`config.mk`:
```
export PLATFORM = sky130hd
export DESIGN_NAME = robs_datapath
export DESIGN_NICKNAME = d
export VERILOG_FILES = /design/src/rtl/robs_datapath.sv
export SDC_FILE = /design/constraint.sdc
export NUM_CORES = 1
export LEC_CHECK = 0
export BUFFER_PORTS_ARGS = -buffer_cell sky130_fd_sc_hd__buf_2
export CAP_MARGIN = 20
export CORE_AREA = 2 2 73 75
export CTS_CLUSTER_SIZE = 24
export DETAILED_ROUTE_END_ITERATION = 8
export DIE_AREA = 0 0 75 77
export PLACE_DENSITY = 0.83
export SYNTH_ARGS = -nofsm -noshare
export SYNTH_HDL_FRONTEND = slang
export SYNTH_SLANG_ARGS = --single-unit
```
`constraint.sdc`:
```
create_clock -name clk -period 4.97 [get_ports clk]
set_input_delay 0.7455 -clock clk [delete_from_list [all_inputs] [get_ports clk]]
set_output_delay 0.7455 -clock clk [all_outputs]
set_load 0.01 [all_outputs]
```
`src/rtl/robs_datapath.sv`:
```
// Datapath for Robertson's signed multiplier: holds M, Q, A, F and the step counter Y,
// executes one add/sub-then-shift microinstruction per cycle and registers the 2N-bit product.
module robs_datapath #(
    parameter int N = 8
) (
    input  logic                  clk,
    input  logic                  reset,
    input  logic [14:0]           c,
    input  logic signed [N-1:0]   x,
    input  logic signed [N-1:0]   y,
    output logic                  zq,
    output logic                  zy,
    output logic                  zr,
    output logic signed [2*N-1:0] product,
    output logic                  p_valid
);
    localparam int YW = $clog2(N + 1);

    logic signed [N-1:0]   r_m;
    logic signed [N-1:0]   r_q;
    logic signed [N-1:0]   r_a;
    logic                  r_f;
    logic [YW-1:0]         r_y;
    logic signed [2*N-1:0] r_product;
    logic                  r_p_valid;

    logic signed [N:0]     w_fa_clr;
    logic signed [N:0]     w_m_ext;
    logic signed [N:0]     w_sum;
    logic signed [N-1:0]   w_a_next;
    logic signed [N-1:0]   w_q_next;
    logic                  w_f_next;
    logic [4:0]            w_unused;

    assign w_unused = c[14:10];

    // Clear -> add/sub -> shift all resolve within one microinstruction.
    always_comb begin
        w_fa_clr = {(c[3] ? 1'b0 : r_f), (c[2] ? {N{1'b0}} : r_a)};
        w_m_ext  = {r_m[N-1], r_m};
        w_sum    = w_fa_clr;
        if (c[6])
            w_sum = w_fa_clr - w_m_ext;
        else if (c[5])
            w_sum = w_fa_clr + w_m_ext;

        w_f_next = w_sum[N];
        w_a_next = w_sum[N-1:0];
        w_q_next = r_q;
        if (c[7]) begin
            w_a_next = w_sum[N:1];
            w_q_next = {w_sum[0], r_q[N-1:1]};
        end
        // A multiplier load overrides the Q shift; the A shift still happens.
        if (c[1])
            w_q_next = y;
    end

    always_ff @(posedge clk) begin
        if (reset) begin
            r_m       <= '0;
            r_q       <= '0;
            r_a       <= '0;
            r_f       <= 1'b0;
            r_y       <= '0;
            r_product <= '0;
            r_p_valid <= 1'b0;
        end else begin
            if (c[0])
                r_m <= x;
            r_q <= w_q_next;
            r_a <= w_a_next;
            r_f <= w_f_next;
            if (c[4])
                r_y <= YW'(N);
            else if (c[8])
                r_y <= r_y - YW'(1);
            if (c[9])
                r_product <= {r_a, r_q};
            r_p_valid <= c[9];
        end
    end

    // Flags come from registers only, so there is no loop through the sequencer.
    assign zq      = r_q[0];
    assign zy      = (r_y == '0);
    assign zr      = (r_m == '0);
    assign product = r_product;
    assign p_valid = r_p_valid;
endmodule

```
==> run metrics, run 1 <==
status completed; Die ar. 5780 um2; post-route cell area 3200 um2; Synth area leaders dfxtp_1 (32%), mux2i_1 (13%), nor2_1 (7.9%); layout cell share with drive strength beyond 1 0.182; Seq cells post-synth 46; WHS Path Cells 2; clk_skew 0.00354 ns; Final period util 0.671; most common cell after layout, fill and taps aside nor2_1; Async SR Flop Fraction 0; Worst-path clk slew 0.09 ns; # H-tree levels 2; sw frac 0.328; largest family of logic cells by synthesized area simple AND/OR/NAND/NOR gates; Clk pwr share 0.252; Core Area 4980 um2; most frequent cells in the layout nor2_1 (61), buf_2 (47), dfxtp_1 (46); vias in the first global route 2493; share of synthesized cell area in full adder, half adder and majority cells 0.0590; CTS Hold Bufs 0; Mapped Area 2880 um2; CP Launch Type input pin; dpl hpwl 4670 um; initial antenna violation count 0; DRT Pass-1 Iters 4; RR Endpoint r_a[6]$_SDFF_PP0_; mux contribution to synthesized area 0.125; area share of the largest cell type after synthesis 0.319; Post-DP Area 3110 um2; slew margin rel. 0.439; first-pass GRT wire length 11200 um; critical path class in2reg; Overflow after GRT 0; Reg2Reg Setup Slack 1.88 ns; Die Wd 75 um; hold path start product[15]$_SDFFE_PP0P_; Tmin final 3.34 ns; Compound-Gate Fraction of Synth Area 0.200; maximum vdd ir drop 0.000195 V; Synth warnings 0; GR Util All Layers 0.239; worst-skew pair later-pin latency 0.30 ns; critical path endpoint category register; DRC 0; Post-Route Setup TNS 0 ns; # Post-CTS Setup Buffers 0; Combinational Power Share 0.274; Int Power 0.000603 W; Max-Cap Viols 0; Worst Path Required 5.12 ns; total number of vias 2585; antenna-violating nets left 0; nets 423; worst min path class reg2reg; clk buf depth 2; simple logic cell fraction of the synthesized area 0.211; Filler Cell Count 435; Reg-to-Reg Start r_a[1]$_SDFF_PP0_; Syn Nets 388; Core Util, Final 0.643; Post-Syn Area per Cell 8.38 um2; RSZ-0062 raised after global routing false; Max Fclk 0.300 GHz; area grow syn2layout 10.9%; Setup crit start c[2]; setup ws final 1.63 ns; fin. max-slew vios 0; reg2reg path depth 11; Post-synth EDFFs 0; sequential share of the synthesized area 0.319; final hold viol count 0; P per Cell Area 281 nW/um2; Distinct cells, synth 65; CTS Buf Count 5; Hold EP product[15]$_SDFFE_PP0P_; Worst Path Arrival 3.49 ns; CTS tree yes; static leakage 1.44 nW; routability cong. 0.907; die height 77 um; initial DRC count 184; pre-CTS WS 1.36 ns; Seq pwr share 0.475; pin count of the biggest net entering global routing 49; Synth Instances 344; Final setup viols 0; # resized after CTS 0; XOR/XNOR Fraction of Synth Area 0.0334; Total Wirelength 6450 um; CP Max Fanout 19; ys flop type dfxtp_1; Root Buffer Master clkbuf_8; Port Buffers 47; row cnt 26; I/O pin count 53; Initial Util 0.579; drt via density 5.76; DR WL/cell 14.4 um; clock sinks 46; number of diodes 0; pin slew with the least headroom to its limit 0.842 ns; P_sw 0.000294 W; post-synth top area cell dfxtp_1
through the flow:
| stage | hold WS [ns] | std cells | power (W) |
|---|---|---|---|
| floorplan | 0.456 | 344 | 0.000615 |
| global placement | 0.469 | 442 | 0.000670 |
| detailed placement | 0.484 | 442 | 0.000676 |
| CTS | 0.506 | 449 | 0.000900 |
| global route | 0.531 | 449 | 0.000948 |
| finish | 0.496 | 449 | 0.000898 |
power by group through the flow:
stage / Sequential (W) / Clock (W) / Combinational (W)
after floorplan: 0.000424 / 0 / 0.000191
after global placement: 0.000433 / 0 / 0.000237
after detailed placement: 0.000433 / 0 / 0.000243
after CTS: 0.000425 / 0.000231 / 0.000244
after global routing: 0.000430 / 0.000244 / 0.000273
final: 0.000426 / 0.000226 / 0.000246
synth_stat cells (all sizes together), types with 2 or more instances:
master / instances
maj3: 3
clkbuf: 13
a31oi: 6
nor2b: 12
and3: 3
mux2i: 36
a21o: 3
o311ai: 4
inv: 16
and2: 3
a2111o: 2
a221oi: 3
o211ai: 2
a21boi: 2
nand3: 4
and2b: 2
nand2: 18
a2111oi: 2
a32oi: 2
a211o: 4
nor4: 2
buf: 6
or2: 4
a21oi: 15
a211oi: 5
xor2: 3
xnor2: 8
ha: 11
nor2: 61
o21ai: 11
nor3: 6
nand2b: 3
o311a: 2
dfxtp: 46
nor3b: 2
worst max-delay path, stage by stage:
cell	delay [ns]
buf_2	0.29
inv_1	0.15
nand2_1	0.12
ha_1	0.21
inv_1	0.09
ha_1	0.24
o311a_1	0.36
a31oi_2	0.23
maj3_1	0.25
o21ai_1	0.08
a221o_2	0.36
a211oi_1	0.26
a311oi_1	0.08
layer usage:
layer | up-vias | wire length, um | global-route usage
li1 | 1289 | - | -
met1 | 1215 | 2940 | 0.321
met2 | 68 | 3050 | 0.377
met3 | 13 | 339 | 0.0447
met4 | 0 | 122 | 0.0875
met5 | - | 0 | 0
flip-flops by register name (all words and copies together) (netlist names):
signal	cells
r_y	4
r_q	8
r_a	8
r_m	8
product	16
p_valid	1
r_f	1
cells by family (layout without fill, tap and decap cells):
family,after synthesis,in the layout
AO/OA/AOI/OAI,76,76
XOR/XNOR,11,11
adder cells (fa/ha/maj),14,14
buffers and inverters,35,70
flip-flops,46,46
multiplexers,36,36
AND/OR/NAND/NOR,126,126
area by class of cell:
class | instances | area [um2] | share of cell area
clock inverters | 2 | 15.0 | 0.00469
multi-input cells | 263 | 1810 | 0.566
clock buffers | 5 | 68.8 | 0.0215
inverters | 16 | 60.1 | 0.0188
repair buffers | 47 | 235 | 0.0736
flip-flops and latches | 46 | 921 | 0.288
well taps | 70 | 87.6 | 0.0274
worst max-delay path by stage:
| stage | slack [ns] | endpoint |
|---|---|---|
| 3_5_place_dp | 1.36 | r_a[5]$_SDFF_PP0_ |
| 6_report | 1.63 | r_a[6]$_SDFF_PP0_ |
| 5_1_grt | 1.40 | r_a[6]$_SDFF_PP0_ |
| 3_3_place_gp | 1.41 | r_a[6]$_SDFF_PP0_ |
| 4_1_cts | 1.69 | r_a[5]$_SDFF_PP0_ |
| 2_1_floorplan | 1.80 | r_a[7]$_SDFF_PP0_ |
Note: power is estimated with default switching activity, not from simulation.
==> inputs of run 2 (changes only) <==
==> config.mk (replaced) <==
export PLATFORM = sky130hd
export DESIGN_NAME = robs_datapath
export DESIGN_NICKNAME = d
export VERILOG_FILES = /design/src/rtl/robs_datapath.sv
export SDC_FILE = /design/constraint.sdc
export NUM_CORES = 1
export LEC_CHECK = 0
export ABC_AREA = 1
export BUFFER_PORTS_ARGS = -buffer_cell sky130_fd_sc_hd__buf_2
export CAP_MARGIN = 20
export CORE_AREA = 2 2 74 76
export CTS_CLUSTER_SIZE = 24
export DETAILED_ROUTE_END_ITERATION = 8
export DIE_AREA = 0 0 76 78
export PLACE_DENSITY = 0.77
export SYNTH_ARGS = -nofsm -noshare
export SYNTH_HDL_FRONTEND = slang
export SYNTH_SLANG_ARGS = --single-unit
==> constraint.sdc (replaced) <==
create_clock -name clk -period 3.4 [get_ports clk]
set_input_delay 0.51 -clock clk [delete_from_list [all_inputs] [get_ports clk]]
set_output_delay 0.51 -clock clk [all_outputs]
set_load 0.01 [all_outputs]
==> run metrics, run 2 <==
status completed; Final setup viols 0; Post-synth EDFFs 0; placed cell count 502; CP Max Fanout 15; initial DRC count 167; number of diodes 0; WHS Path Cells 3; nets 483; critical path class in2reg; drt via density 5.26; Total Wirelength 6460 um; CTS tree yes; Core Util, Final 0.599; Distinct cells, synth 36; ys flop type dfxtp_1; Syn Nets 444; I/O pin count 53; hold path start x[0]; # resized after CTS 0; DRC 0; P per Cell Area 418 nW/um2; Worst-path clk slew 0.08 ns; Core Area 5040 um2; Async SR Flop Fraction 0; area grow syn2layout 11.8%; critical path's slowest cell ha_1; die height 78 um; Port Buffers 47; Initial Util 0.536; synth cell count leaders nand2_1 (79), inv_1 (51), nor2_1 (49); reg2reg path depth 17; clock sinks 46; Post-Route Setup TNS 0 ns; Non-Filler Instances 509; Mapped Area 2700 um2; clk buf depth 2; Buf/Inv on CP 4; most frequent cell after synthesis nand2_1; Final period util 0.619; Worst Path Arrival 2.30 ns; max reg flops 16; post-route cell area 3020 um2; GR Util All Layers 0.235; row cnt 26; Seq cells post-synth 46; Filler Cell Count 495; Hold EP r_m[0]$_SDFFE_PP0P_; post-synth top area cell dfxtp_1; Die Wd 76 um; Max-Cap Viols 0; most frequent cells in the layout nand2_1 (79), inv_1 (51), nor2_1 (49); Max Fclk 0.475 GHz; DR WL/cell 12.7 um; Tmin final 2.10 ns; pin count of the biggest net entering global routing 40; Fin Hold WS 0.443 ns; most common cell after layout, fill and taps aside nand2_1; # H-tree levels 2; worst-skew pair later-pin latency 0.30 ns; antenna-violating nets left 0; slew margin rel. 0.356; Setup crit start c[2]; Synth area leaders dfxtp_1 (34%), nand2_1 (11%), inv_1 (7.1%); Most common cell on crit path nand2_1; Reg-to-Reg Start r_m[1]$_SDFFE_PP0P_; routability cong. 0.896; CP Launch Type input pin; Post-Syn Area per Cell 6.76 um2; dpl hpwl 4940 um; static leakage 1.53 nW; Die ar. 5930 um2; Root Buffer Master clkbuf_8; Worst Path Required 3.60 ns; total number of vias 2678; Top delay family on crit path simple AND/OR/NAND/NOR gates; CTS Hold Bufs 0; vias in the first global route 2552; cell chain of the critical path buf_2 -> inv_2 -> nand2_1 -> inv_1 -> ha_1 -> inv_1 -> nand2_1 -> nand3b_1 -> nand3_1 -> nand3_1 -> nand2_1 -> nand3_1 -> nand2_1 -> nor2_1; Reg2Reg Setup Slack 1.46 ns; RR Endpoint r_a[6]$_SDFF_PP0_; sequential share of the synthesized area 0.341; critical path endpoint category register; Post-DP Area 2940 um2; area share of the largest cell type after synthesis 0.341; worst min path class in2reg; initial antenna violation count 0; Overflow after GRT 0; final hold viol count 0; Synth warnings 0; Synth Instances 400; clk_skew 0.00777 ns; CTS Buf Count 5; # Post-CTS Setup Buffers 0; DRT Pass-1 Iters 4; layout cell share with drive strength beyond 1 0.155; first-pass GRT wire length 11300 um; pin slew with the least headroom to its limit 0.965 ns; fin. max-slew vios 0; maximum vdd ir drop 0.000373 V; CP peak stage delay 0.30 ns; RSZ-0062 raised after global routing false
run 2: cells by family (layout without fill, tap and decap cells):
logic type                 Yosys count  after routing  synth area share
buffers and inverters               68            107             0.106
adders and majority gates           11             11            0.0509
and+or+nand+nor                    186            186             0.310
DFF                                 46             46             0.341
xor gates and xnor gates             3              3           0.00972
AOI/OAI and AO/OA                   86             86             0.182
run 2: worst max-delay path by stage:
stage          slack [ns]  cells after the start                end
3_3_place_gp         1.03                     15  r_a[7]$_SDFF_PP0_
3_5_place_dp         1.03                     14  r_a[6]$_SDFF_PP0_
2_1_floorplan        1.35                     15  r_a[7]$_SDFF_PP0_
4_1_cts              1.32                     14  r_a[6]$_SDFF_PP0_
6_report             1.30                     14  r_a[6]$_SDFF_PP0_
5_1_grt              1.03                     15  r_a[7]$_SDFF_PP0_
run 2: layout make-up:
cell class,instances,area (um2),area share
multi-input cells,286,1490,0.495
well taps,70,87.6,0.0290
clock inverters,2,15.0,0.00497
repair buffers,47,235,0.0779
flip-flops and latches,46,921,0.305
clock buffers,5,68.8,0.0228
inverters,53,199,0.0659
run 2: layer usage:
metal	track usage	part of all wire
met1	0.297	0.45
met2	0.392	0.45
met3	0.0419	0.062
met4	0.109	0.036
met5	0	0
run 2: where the power goes:
group	internal (W)	leakage, nW	switching, W
clock network	0.000140	0.0362	0.000186
logic	0.000120	1.11	0.000206
registers	0.000582	0.382	0.0000286
total	0.000843	1.53	0.000421
run 2: per-stage QoR:
stage	total power, W	worst slack (ns)
floorplan	0.000860	1.35
global placement	0.000939	1.03
detailed placement	0.000947	1.03
CTS	0.00127	1.32
global route	0.00135	1.03
finish	0.00126	1.30
run 2: worst reg2reg max path, delay by kind of cell, from the launching register on:
| kind | cells | cell delay, ns |
|---|---|---|
| fa+ha+maj | 1 | 0.18 |
| buf+inv | 3 | 0.25 |
| simple gates | 13 | 1.07 |
| flops | 1 | 0.32 |
